File: src/rtl/tick_timer_pkg.sv
// Shared constants, state encodings and helpers for the tick timer arbiter.
package tick_timer_pkg;

  localparam int unsigned SYS_CLK_HZ       = 153600;
  localparam int unsigned TICK_HZ          = 10;
  localparam int unsigned TICK_DIV_DEFAULT = SYS_CLK_HZ / TICK_HZ;

  typedef logic [1:0] state_t;

  localparam state_t ST_IDLE  = 2'd0;
  localparam state_t ST_COUNT = 2'd1;
  localparam state_t ST_DONE  = 2'd2;

  // (a + b) mod n for a, b < n
  function automatic int unsigned wrap_add(input int unsigned a,
                                           input int unsigned b,
                                           input int unsigned n);
    int unsigned s;
    s = a + b;
    return (s >= n) ? s - n : s;
  endfunction

endpackage

File: src/rtl/tick_prescaler.sv
// Modulo-TICK_DIV prescaler; tick is the combinational wrap strobe consumed by the arbiter FSM.
module tick_prescaler
  import tick_timer_pkg::*;
#(
  parameter int unsigned TICK_DIV = TICK_DIV_DEFAULT
) (
  input  logic clk,
  input  logic rst,
  input  logic clr,
  input  logic en,
  output logic tick
);

  localparam int unsigned     CNT_W   = (TICK_DIV > 1) ? $clog2(TICK_DIV) : 1;
  localparam logic [CNT_W-1:0] CNT_MAX = CNT_W'(TICK_DIV - 1);

  logic [CNT_W-1:0] cnt_q, cnt_d;

  assign tick = en && (cnt_q == CNT_MAX);

  always_comb begin
    cnt_d = cnt_q;
    if (clr) begin
      cnt_d = '0;
    end else if (en) begin
      cnt_d = tick ? '0 : cnt_q + CNT_W'(1);
    end
  end

  always_ff @(posedge clk or posedge rst) begin
    if (rst) cnt_q <= '0;
    else     cnt_q <= cnt_d;
  end

endmodule

File: src/rtl/tick_timer_arbiter.sv
// Round-robin shared 10 Hz wait timer for NUM_REQ requesters.
// Optional pause input when TICK_TIMER_PAUSE_EN is defined.
module tick_timer_arbiter
  import tick_timer_pkg::*;
#(
  parameter int unsigned NUM_REQ  = 2,
  parameter int unsigned DUR_W    = 8,
  parameter int unsigned TICK_DIV = TICK_DIV_DEFAULT
) (
  input  logic                     clk,
  input  logic                     rst,
  input  logic [NUM_REQ-1:0]       req,
  input  logic [NUM_REQ*DUR_W-1:0] dur,
  input  logic [NUM_REQ-1:0]       cancel,
`ifdef TICK_TIMER_PAUSE_EN
  input  logic                     pause,
`endif
  output logic [NUM_REQ-1:0]       grant,
  output logic [NUM_REQ-1:0]       done,
  output logic                     busy,
  output logic [DUR_W-1:0]         remaining,
  output logic                     tick
);

  localparam int unsigned IDX_W = (NUM_REQ > 1) ? $clog2(NUM_REQ) : 1;

  state_t             state_q, state_d;
  logic [IDX_W-1:0]   idx_q, idx_d;
  logic [IDX_W-1:0]   rr_ptr_q, rr_ptr_d;
  logic [NUM_REQ-1:0] grant_q, grant_d;
  logic [NUM_REQ-1:0] done_q, done_d;
  logic               busy_q, busy_d;
  logic [DUR_W-1:0]   remaining_q, remaining_d;
  logic               tick_q, tick_d;

  logic [DUR_W-1:0]   dur_arr [NUM_REQ];
  logic               arb_hit_c;
  logic [IDX_W-1:0]   arb_idx_c, arb_cand_c, rr_next_c;
  logic               cancel_hit_c, pause_c, pre_clr_c, pre_en_c, pre_tick_c;

  for (genvar g = 0; g < NUM_REQ; g++) begin : g_dur
    assign dur_arr[g] = dur[g*DUR_W +: DUR_W];
  end

`ifdef TICK_TIMER_PAUSE_EN
  assign pause_c = pause;
`else
  assign pause_c = 1'b0;
`endif

  // Prescaler phase restarts at every grant and only runs while counting.
  assign pre_clr_c = (state_q != ST_COUNT);
  assign pre_en_c  = (state_q == ST_COUNT) && !pause_c;

  tick_prescaler #(.TICK_DIV(TICK_DIV)) u_prescaler (
    .clk  (clk),
    .rst  (rst),
    .clr  (pre_clr_c),
    .en   (pre_en_c),
    .tick (pre_tick_c)
  );

  // First pending request at or after rr_ptr, wrapping.
  always_comb begin
    arb_hit_c  = 1'b0;
    arb_idx_c  = '0;
    arb_cand_c = '0;
    for (int unsigned i = 0; i < NUM_REQ; i++) begin
      arb_cand_c = IDX_W'(wrap_add(32'(rr_ptr_q), i, NUM_REQ));
      if (!arb_hit_c && req[arb_cand_c]) begin
        arb_hit_c = 1'b1;
        arb_idx_c = arb_cand_c;
      end
    end
  end

  assign rr_next_c = IDX_W'(wrap_add(32'(idx_q), 1, NUM_REQ));

  // Owner can still abort during the final DONE cycle, so cancel beats a coincident last tick.
  assign cancel_hit_c = cancel[idx_q] && ((state_q == ST_COUNT) || (state_q == ST_DONE));

  always_comb begin
    state_d     = state_q;
    idx_d       = idx_q;
    rr_ptr_d    = rr_ptr_q;
    grant_d     = grant_q;
    done_d      = '0;
    remaining_d = remaining_q;
    tick_d      = 1'b0;
    case (state_q)
      ST_IDLE: begin
        grant_d = '0;
        if (arb_hit_c) begin
          idx_d              = arb_idx_c;
          grant_d[arb_idx_c] = 1'b1;
          remaining_d        = dur_arr[arb_idx_c];
          state_d            = (dur_arr[arb_idx_c] != '0) ? ST_COUNT : ST_DONE;
        end
      end
      ST_COUNT: begin
        if (cancel_hit_c) begin
          state_d     = ST_IDLE;
          grant_d     = '0;
          remaining_d = '0;
          rr_ptr_d    = rr_next_c;
        end else if (pre_tick_c) begin
          tick_d      = 1'b1;
          remaining_d = remaining_q - DUR_W'(1);
          if (remaining_q == DUR_W'(1)) state_d = ST_DONE;
        end
      end
      ST_DONE: begin
        state_d       = ST_IDLE;
        grant_d       = '0;
        rr_ptr_d      = rr_next_c;
        done_d[idx_q] = !cancel_hit_c;
      end
      default: begin
        state_d = ST_IDLE;
        grant_d = '0;
      end
    endcase
    busy_d = (grant_d != '0) || (done_d != '0);
  end

  always_ff @(posedge clk or posedge rst) begin
    if (rst) begin
      state_q     <= ST_IDLE;
      idx_q       <= '0;
      rr_ptr_q    <= '0;
      grant_q     <= '0;
      done_q      <= '0;
      busy_q      <= 1'b0;
      remaining_q <= '0;
      tick_q      <= 1'b0;
    end else begin
      state_q     <= state_d;
      idx_q       <= idx_d;
      rr_ptr_q    <= rr_ptr_d;
      grant_q     <= grant_d;
      done_q      <= done_d;
      busy_q      <= busy_d;
      remaining_q <= remaining_d;
      tick_q      <= tick_d;
    end
  end

  assign grant     = grant_q;
  assign done      = done_q;
  assign busy      = busy_q;
  assign remaining = remaining_q;
  assign tick      = tick_q;

endmodule
File: config.mk
export PLATFORM = sky130hd
export DESIGN_NAME = tick_timer_arbiter
export DESIGN_NICKNAME = d
export VERILOG_FILES = /design/src/rtl/tick_timer_pkg.sv /design/src/rtl/tick_prescaler.sv /design/src/rtl/tick_timer_arbiter.sv
export SDC_FILE = /design/constraint.sdc
export NUM_CORES = 1
export LEC_CHECK = 0
export ABC_AREA = 0
export CAP_MARGIN = 20
export CELL_PAD_IN_SITES_DETAIL_PLACEMENT = 2
export CELL_PAD_IN_SITES_GLOBAL_PLACEMENT = 2
export CORE_MARGIN = 10
export CORE_UTILIZATION = 38
export DETAILED_ROUTE_END_ITERATION = 16
export DONT_BUFFER_PORTS = 1
export HOLD_SLACK_MARGIN = 0.03
export PLACE_DENSITY = 0.89
export SYNTH_ARGS = -nofsm -noshare
export SYNTH_HDL_FRONTEND = slang
export SYNTH_SLANG_ARGS = --single-unit
File: constraint.sdc
create_clock -name clk -period 2 [get_ports clk]
set_input_delay 0.2 -clock clk [delete_from_list [all_inputs] [get_ports clk]]
set_output_delay 0.2 -clock clk [all_outputs]
set_load 0.01 [all_outputs]
==> Yosys cells after proc, flatten, opt, wreduce, memory -nomap -nowiden <==
Cells that the tools add are included.
{ "classes": {"add_sub_neg": 7, "n_lt_le_gt_ge": 10, "eq_ne": 9, "mux": 42, "bitwise": 2, "reduce_logical": 20} }
{ "ops": {"columns": ["operator", "n"], "rows": [
  ["$mux W8", 6],
  ["$mux W14", 3],
  ["$mux W1", 19],
  ["$mux W2", 8],
  ["$pmux W8 S2", 1],
  ["$add A14 B1 Y14 const B", 1],
  ["$eq A14 B14 Y1 const B", 1],
  ["$reduce_bool A2 Y1", 5],
  ["$eq A8 B1 Y1 const B", 1],
  ["$lt A1 B2 Y1 const B", 4],
  ["$pmux W2 S2", 2],
  ["$reduce_bool A8 Y1", 1],
  ["$sub A8 B1 Y8 const B", 1],
  ["$ge A2 B2 Y1 const B", 3],
  ["$ne A3 B3 Y1 const B", 2],
  ["$reduce_and A3 Y1", 2],
  ["$logic_and A1 B1 Y1", 5],
  ["$add A1 B1 Y2 const B", 2],
  ["$ne A2 B2 Y1 const B", 2],
  ["$reduce_and A2 Y1", 2],
  ["$sub A1 B1 Y1 const B", 3],
  ["$and A2 B2 Y2", 1],
  ["$demux W1 S1", 2],
  ["$eq A2 B1 Y1 const B", 1],
  ["other kinds (9)", 12]
]} }
{ "totals": {"ff_bits": 32} }

==> Longest topological paths before layout <==
Gate-level depths: netlist (run 1).
{ "logic_depth": {"ltp_word": 16, "mapped_depth": 8, "depth_no_buf": 7} }

==> Hierarchy <==
A second synthesis (run 1) with hierarchy kept.
{ "unflattened": {"cells_unflattened": 205, "area_unflattened_um2": 1913.1} }
{ "modules_own_cells": {"columns": ["mod", "n_inst", "cells_per_inst", "area_each_um2", "seq_area_each_um2"], "rows": [
  ["tick_timer_arbiter", 1, 117, 1134.8, 450.4],
  ["tick_prescaler", 1, 88, 778.2, 350.3]
]} }

==> Worst setup path after synthesis (run 1) <==
No wires, ideal clock.
{ "synth_timing": {"kind": "reg2reg", "start": "register remaining_q[2] (netlist: remaining[2])", "end": "register state_q[0]", "setup_ns": 0.125, "arrival_ns": 1.717, "setup_slack_ns": 0.158, "path_stages_with_launch": 7, "path_buffers": 1, "synth_period_minus_slack_ns": 1.842, "cell_sequence": "dfrtp_1 -> buf_6 -> or4_4 -> nor3_2 -> and3b_2 -> a21oi_2 -> mux2_4"} }
{ "synth_via": {"elab_chain_len": 3} }
{ "synth_lines": {"columns": ["element", "line_no", "text"], "rows": [
  ["start, declared", "tick_timer_arbiter.sv:33", "logic [DUR_W-1:0] remaining_q, remaining_d;"],
  ["start signal, assigned", "tick_timer_arbiter.sv:143", "remaining_q <= remaining_d;"],
  ["$eq A8 B1 Y1", "tick_timer_arbiter.sv:109", "if (remaining_q == DUR_W'(1)) state_d = ST_DONE;"],
  ["$ne A3 B3 Y1 (no source line)", null, null],
  ["$reduce_and A3 Y1 (no source line)", null, null],
  ["end signal, assigned", "tick_timer_arbiter.sv:137", "state_q <= state_d;"],
  ["end, declared", "tick_timer_arbiter.sv:27", "state_t state_q, state_d;"]
]} }
Every way passes these cells.
A chain may end at the register's enable or synchronous reset.

==> Worst setup path after layout (run 1) <==
{ "layout_timing": {"start": "register u_prescaler.cnt_q[0]", "end": "register state_q[0]"} }
{ "layout_via": {"elab_chain_len": 4} }
{ "layout_lines": {"columns": ["element", "line_no", "text"], "rows": [
  ["start, declared", "tick_prescaler.sv:17", "logic [CNT_W-1:0] cnt_q, cnt_d;"],
  ["start signal, assigned", "tick_prescaler.sv:32", "else cnt_q <= cnt_d;"],
  ["$eq A14 B14 Y1", "tick_prescaler.sv:19", "assign tick = en && (cnt_q == CNT_MAX);"],
  ["$logic_and A1 B1 Y1", "tick_prescaler.sv:19", null],
  ["$ne A3 B3 Y1 (no source line)", null, null],
  ["$reduce_and A3 Y1 (no source line)", null, null]
]} }
Every way passes these cells.

==> metrics.md, run 1 <==
| Metric | Value |
|---|---|
| Status | `finished, final reports clean` |
| Hold path startpoint | `cancel[1]` |
| DR vias | `about 1600` |
| Layout Skew | `between 0.004 and 0.005 ns` |
| CP Class | `reg2reg` |
| Clock Path Buffers | `2` |
| Vias per cell | `around 5.9` |
| Minimum hold slack | `0.100 ns` |
| Combinational family with the most area after synthesis | `simple AND/OR/NAND/NOR gates` |
| Area leader, netlist | `dfrtp_1` |
| Routed WL | `approximately 5900 um` |
| Final setup viols | `0` |
| Final Core Density | `between 40% and 50%` |
| Clock latency on the worst-skew pair | `~0.29 ns` |
| Avg Cell Area, Syn | `between 9 and 10 um^2` |
| Number of buffers created by CTS | `5` |
| Final RePlAce weighted congestion | `~0.78` |
| Root Driver | `clkbuf_8` |
| Nets | `between 200 and 250` |
| Die area | `approximately 8000 um^2` |
| Crit Path Max Fanout | `5` |
| Post-Synth Simple-Gate Area | `approximately a quarter` |
| Area Overhead vs Synth | `15.9%` |
| Port Buffers | `0` |
| Ant. Diodes | `0` |
| Worst setup SP type | `register` |
| Starting Density | `38.8%` |
| Non-Filler Instances | `between 200 and 300` |
| Post-synthesis xor/xnor area fraction | `~5.3%` |
| R2r setup slk | `approximately 0.1 ns` |
| Max-Cap Viols | `0` |
| Max Slew Vio Count | `0` |
| IO Pins | `36` |
| Sequential area share after synthesis | `44.0%` |
| Static leakage | `approximately 0.95 nW` |
| Fillers | `533` |
| Placed Cells incl. Taps | `253` |
| Compound-Gate Fraction of Synth Area | `13.7%` |
| Post-synthesis mux area share | `6.39%` |
| Worst slew margin | `a little under three quarters` |
| Initial antenna violation count | `0` |
| Slew at the pin closest to its max-slew limit | `0.428 ns` |
| Synth unique cells | `44` |
| Share of post-route cells with drive strength above 1 | `roughly 17%` |
| Number of synthesized register bits | `32` |
| CP Cell Sequence | `ha_1, nand4_1, nor4_4, buf_4, buf_4, a21oi_2, mux2_4` |
| CTS H-tree lvls | `2` |
| Number of global-route vias before repair | `about 1800` |
| Gr ovfl total | `0` |
| Min Tclk post-route | `roughly 1.9 ns` |
| Final Hold Vio Count | `0` |
| Slowest stage delay, CP | `about 0.40 ns` |
| Total GRT Usage | `around 16%` |
| Top-area cell type share of the netlist area | `between 40% and 50%` |
| First-pass GRT wire length | `9630 um` |
| Sink Count | `32` |
| Residual DRC | `0` |
| Dpl hpwl | `4200 um` |
| CP required | `around 2.2 ns` |
| Slowest cell on crit path | `dfrtp_1` |
| Die Ht | `89.2 um` |
| Top-count cell post-synth | `dfrtp_1` |
| TritonCTS clock tree | `done` |
| Ys Warns | `0` |
| Adder-Cell Fraction of Synth Area | `under 10%` |
| Max IR drop VDD | `0.646 mV` |
| Post-synth EDFFs | `0` |
| Hold path cells | `3` |
| CP Capture Type | `register` |
| Share of flip-flops with an asynchronous set or reset | `between 90% and 100%` |
| Row count | `25` |
| Critical path's most frequent cell | `buf_4` |
| Total power | `2.90 mW` |
| Largest delay share family, worst path | `simple AND/OR/NAND/NOR gates` |
| Clk slew on worst S/H paths | `about 0.07 ns` |
| Remaining antenna violation count after routing | `0` |
| Most used DFF post-synth | `dfrtp_1` |
| Reg2reg end | `state_q[0]` |
| Crit path DAT | `approximately 2.1 ns` |
| Net Count, Synth | `between 200 and 250` |
| Worst path buffer plus inverter count | `2` |
| Worst reg-to-reg path cell count | `7` |
| Cells after Synth | `between 150 and 200` |
| Mapped Area | `1820 um^2` |
| Die W | `just under 90 um` |
| Area contributors post-synth | `dfrtp_1 (44%), mux2i_1 (4.9%), nor2_1 (4.3%), ha_1 (4.1%), nand2_1 (3.7%)` |
| Final Cycle Share | `94.9%` |
| Synth cell count leaders | `dfrtp_1 (32), nor2_1 (21), nand2_1 (18)` |
| Largest net degree at the start of global routing | `33` |
| PD cells | `1370 nW/um^2` |
| Core ar. | `4690 um^2` |
| RR Startpoint | `u_prescaler.cnt_q[0]` |
| Worst hold path type | `in2reg` |
| Initial DRC count | `52` |
| Mean routed wirelength per cell | `22.4 um` |
| First drt pass iteration count | `4` |
| WHS Endpoint | `rr_ptr_q` |
| Max Fclk | `approximately 530 MHz` |
[power breakdown]
| group | leakage (nW) | total [mW] | internal (mW) | switching, mW |
|---|---|---|---|---|
| Clock | 0.0552 | 0.628 | 0.370 | 0.258 |
| Combinational | 0.470 | 1.27 | 0.520 | 0.751 |
| Sequential | 0.424 | 0.996 | 0.806 | 0.190 |
[flip-flops by register name (all words and copies together) (netlist names)]
name,count
busy,1
done,2
grant,2
idx_q,1
remaining,8
rr_ptr_q,1
state_q,2
tick,1
u_prescaler.cnt_q,14
[stage by stage]
step | TNS (ns) | setup WS (ns) | area (um^2)
floorplan | 0 | 0.158 | 1820
global placement | 0 | 0.140 | 1960
detailed placement | 0 | 0.0555 | 1960
CTS | 0 | 0.0522 | 2070
global route | -0.213 | -0.0413 | 2110
finish | 0 | 0.102 | 2110
[placed cells by master, fill, tap and decap left out, drive strengths merged, types with 6 or more instances in the layout]
cell type / instances
inv: 9
o21ai: 14
nor2: 21
nor4: 6
mux2i: 9
dfrtp: 32
xor2: 6
buf: 14
nand4: 6
clkbuf: 6
nand3: 10
ha: 6
nand2: 18
[logic make-up (layout without fill, tap and decap cells)]
group,count (synthesis),count (layout)
AO/OA/AOI/OAI,37,37
XOR/XNOR,11,11
multiplexers,11,11
flip-flops,32,32
AND/OR/NAND/NOR,81,81
adder cells (fa/ha/maj),6,6
buffers and inverters,13,32
[tightest hold or removal path: cells and delay by family]
family	cells	cell delay (ns)
AOI/OAI and AO/OA	2	0.13
and+or+nand+nor	1	0.03
[repair_timing]
item                       CTS  global route
setup buffers                0             2
gates resized for setup      0             5
hold buffers                 1             0
setup endpoints to repair    0             8
hold endpoints to repair    32             0
[area by class of cell]
type,count,area [um^2],area share (%)
Sequential cell,32,801,37.9
Multi-Input combinational cell,146,986,46.7
Tap cell,54,67.6,3.20
Clock buffer,6,72.6,3.44
Clock inverter,2,35.0,1.66
Inverter,9,33.8,1.60
Timing Repair Buffer,15,115,5.45
[worst max path at each step]
stage / to / start / depth (start not counted) / slack [ns]
after global routing: u_prescaler.cnt_q[9] / u_prescaler.cnt_q[0] / 7 / -0.04
after CTS: state_q[0] / state_q[1] / 6 / 0.05
after floorplan: state_q[0] / remaining[2] / 6 / 0.16
after global placement: state_q[0] / u_prescaler.cnt_q[0] / 6 / 0.14
final: state_q[0] / u_prescaler.cnt_q[0] / 7 / 0.10
after detailed placement: state_q[0] / state_q[1] / 6 / 0.06
[layer usage]
metal | track usage [%] | up-vias | part of all wire (%)
met3 | 4.38 | 6 | 4.8
met4 | 3.90 | 0 | 0.95
met1 | 19.2 | 797 | 43
met5 | 0 | - | 0
li1 | - | 720 | -
met2 | 26.6 | 32 | 51
Note: power is estimated with default switching activity, not from simulation.
==> inputs of run 2 (changes only) <==
- ABC_AREA: 0 -> 1
- PLACE_DENSITY: 0.89 -> 0.94
- clock period: 2 -> 2.2 ns (I/O delays scaled with it)
==> metrics.md, run 2 <==
| Metric | Value |
|---|---|
| Die W | `90.7 um` |
| PD cells | `about 1400 nW/um^2` |
| Max reg flops | `14` |
| DR vias | `roughly 1700` |
| Largest net degree at the start of global routing | `33` |
| CP required | `2.41 ns` |
| First drt pass iteration count | `4` |
| Top-count cell post-synth | `nand2_1` |
| Max IR drop VDD | `0.462 mV` |
| Clk slew on worst S/H paths | `0.07 ns` |
| Share of post-route cells with drive strength above 1 | `approximately 9.0%` |
| Routed wl met3 | `241 um` |
| Post-CTS sizing | `0` |
| Post-synthesis xor/xnor area fraction | `5.08%` |
| Met1 Wirelength | `about 2700 um` |
| Sequential area share after synthesis | `a little over two fifths` |
| Clock latency on the worst-skew pair | `0.29 ns` |
| Post-Place Cell Area | `about 2000 um^2` |
| Cells after Synth | `247` |
| Sink Count | `32` |
| Most common cell after layout, fill and taps aside | `nand2_1` |
| Most frequent cells in the layout | `nand2_1 (79), dfrtp_1 (32), inv_1 (30)` |
| Adder-Cell Fraction of Synth Area | `3.96%` |
| Number of buffers created by CTS | `5` |
| Combinational family with the most area after synthesis | `simple AND/OR/NAND/NOR gates` |
| Area leader, netlist | `dfrtp_1` |
| Top routing layer in use | `met4` |
| Residual DRC | `0` |
| Hold path cells | `3` |
| Wire length on met2 | `approximately 3300 um` |
| Mean routed wirelength per cell | `around 19 um` |
| Root Driver | `clkbuf_8` |
| Post-Synth Simple-Gate Area | `roughly a third` |
| Area contributors post-synth | `dfrtp_1 (42%), nand2_1 (16%), inv_1 (5.9%), nor2_1 (5.5%), xor2_1 (4.2%)` |
| CP Class | `reg2reg` |
| Critical path's most frequent cell | `inv_1` |
| Fin worst setup slack | `between 0.3 and 0.4 ns` |
| Number of global-route vias before repair | `slightly below 2000` |
| Hold path startpoint | `req[1]` |
| Port Buffers | `0` |
| Status | `finished, final reports clean` |
| Slowest stage delay, CP | `approximately 0.42 ns` |
| Synth cell count leaders | `nand2_1 (79), dfrtp_1 (32), inv_1 (30)` |
| Dpl hpwl | `4560 um` |
| Initial DRC count | `between 40 and 50` |
| CTS H-tree lvls | `2` |
| Final Hold Vio Count | `0` |
| R2r setup slk | `0.31 ns` |
| Worst setup SP type | `register` |
| WHS Endpoint | `idx_q` |
| Clock Path Buffers | `2` |
| Final Instance Area | `about 2100 um^2` |
| IO Pins | `36` |
| Crit Path Max Fanout | `9` |
| Total GRT Usage | `between 15 and 20%` |
| Crit path DAT | `about 2.1 ns` |
| Min Tclk post-route | `between 1.5 and 2 ns` |
| Setup tns final | `0 ns` |
| Worst hold path type | `in2reg` |
| Vias per cell | `between 5 and 6` |
| Share of flip-flops with an asynchronous set or reset | `100%` |
| Minimum hold slack | `about 0.27 ns` |
| Routed WL | `between 6000 and 7000 um` |
| Max-Cap Viols | `0` |
| Avg Cell Area, Syn | `roughly 7.7 um^2` |
| Mapped Area | `1900 um^2` |
| Max Fclk | `530 MHz` |
| Ant. Diodes | `0` |
| TritonCTS clock tree | `done` |
| Top-area cell type share of the netlist area | `42.2%` |
| Die area | `between 8000 and 9000 um^2` |
| Reg2reg end | `u_prescaler.cnt_q[12]` |
| Static leakage | `1.06 nW` |
| Nets | `283` |
| Remaining antenna violation count after routing | `0` |
| First-pass GRT wire length | `around 11000 um` |
| CP Capture Type | `register` |
| Layout Skew | `0.00882 ns` |
| Net Count, Synth | `275` |
| Starting Density | `between 30% and 40%` |
| CP Cell Sequence | `inv_1, ha_1, inv_1, a31oi_1, inv_1, nor2_1` |
| Ys Warns | `0` |
| Most used DFF post-synth | `dfrtp_1` |
| Row count | `25` |
| Final setup viols | `0` |
| Core ar. | `4790 um^2` |
| Worst reg-to-reg path cell count | `6` |
| Compound-Gate Fraction of Synth Area | `7.98%` |
| Most flop-heavy register | `u_prescaler.cnt_q` |
| Final RePlAce weighted congestion | `between 0.7 and 0.8` |
| Die Ht | `roughly 91 um` |
| Max Slew Vio Count | `0` |
| Final Cycle Share | `between 80% and 90%` |
| Slew at the pin closest to its max-slew limit | `0.448 ns` |
| Worst slack, placed | `just under 0.4 ns` |
| Initial antenna violation count | `0` |
| Synth unique cells | `31` |
| Post-CTS setup buffers | `0` |
| Worst Setup SP | `state_q[1]` |
| RSZ-0062 raised after global routing | `no` |
| RR Startpoint | `state_q[1]` |
| Slowest cell on crit path | `ha_1` |
| Post-synthesis mux area share | `0%` |
| Fillers | `between 500 and 600` |
| Post-synth EDFFs | `0` |
| Worst slew margin | `a little over two thirds` |
| Area Overhead vs Synth | `10.4%` |
| Gr ovfl total | `0` |
| Number of synthesized register bits | `32` |
[run 2: final cells by class]
cell class	instances	area, um^2	area share [%]
Multi-Input combinational cell	181	952	45.5
Sequential cell	32	801	38.2
Inverter	32	125	5.97
Clock buffer	6	72.6	3.46
Clock inverter	2	35.0	1.67
Timing Repair Buffer	3	25.0	1.19
Tap cell	67	83.8	4.00
[run 2: critical path: cells and delay by family, from the launching register on]
| kind | cells | cell delay [ns] |
|---|---|---|
| buffers and inverters | 3 | 0.54 |
| adder cells (fa/ha/maj) | 1 | 0.42 |
| flip-flops | 1 | 0.40 |
| AND/OR/NAND/NOR | 1 | 0.16 |
| AO/OA/AOI/OAI | 1 | 0.29 |
[run 2: routing by layer]
metal | vias up | GRT usage (%)
met5 | - | 0
met4 | 0 | 3.98
met3 | 5 | 3.99
met2 | 32 | 29.1
met1 | 861 | 18.4
li1 | 798 | -
[run 2: power breakdown]
part	internal, mW	switching (mW)	leakage, nW	total, mW
Sequential	0.753	0.234	0.422	0.987
Clock	0.336	0.232	0.0552	0.569
Combinational	0.412	0.908	0.579	1.32
Total	1.50	1.37	1.06	2.88
[run 2: cell families (layout without fill, tap and decap cells)]
family / after synthesis / count (layout)
AOI/OAI and AO/OA: 22 / 22
and+or+nand+nor: 142 / 142
buffers and inverters: 34 / 43
adders and majority gates: 6 / 6
DFF: 32 / 32
xor gates and xnor gates: 11 / 11
[run 2: worst max path at each step]
stage / end / slack, ns / cells after the start
after floorplan: state_q[1] / 0.78 / 11
after global placement: u_prescaler.cnt_q[9] / 0.53 / 6
after detailed placement: u_prescaler.cnt_q[7] / 0.39 / 6
after CTS: u_prescaler.cnt_q[12] / 0.31 / 6
after global routing: u_prescaler.cnt_q[7] / 0.14 / 6
final: u_prescaler.cnt_q[12] / 0.31 / 6
[run 2: per-stage QoR]
step / power, mW / cells / util [%]
after floorplan: 1.88 / 247 / -
after global placement: 2.16 / 314 / 41.3
after detailed placement: 2.26 / 314 / 41.3
after CTS: 2.91 / 323 / 43.8
after global routing: 3.13 / 323 / 43.8
final: 2.88 / 323 / 43.8
[run 2: what timing repair did]
action / 4_1_cts / 5_1_grt
hold buffers: 1 / 0
endpoints found under the setup margin: 0 / 0
endpoints found under the hold margin: 32 / 0
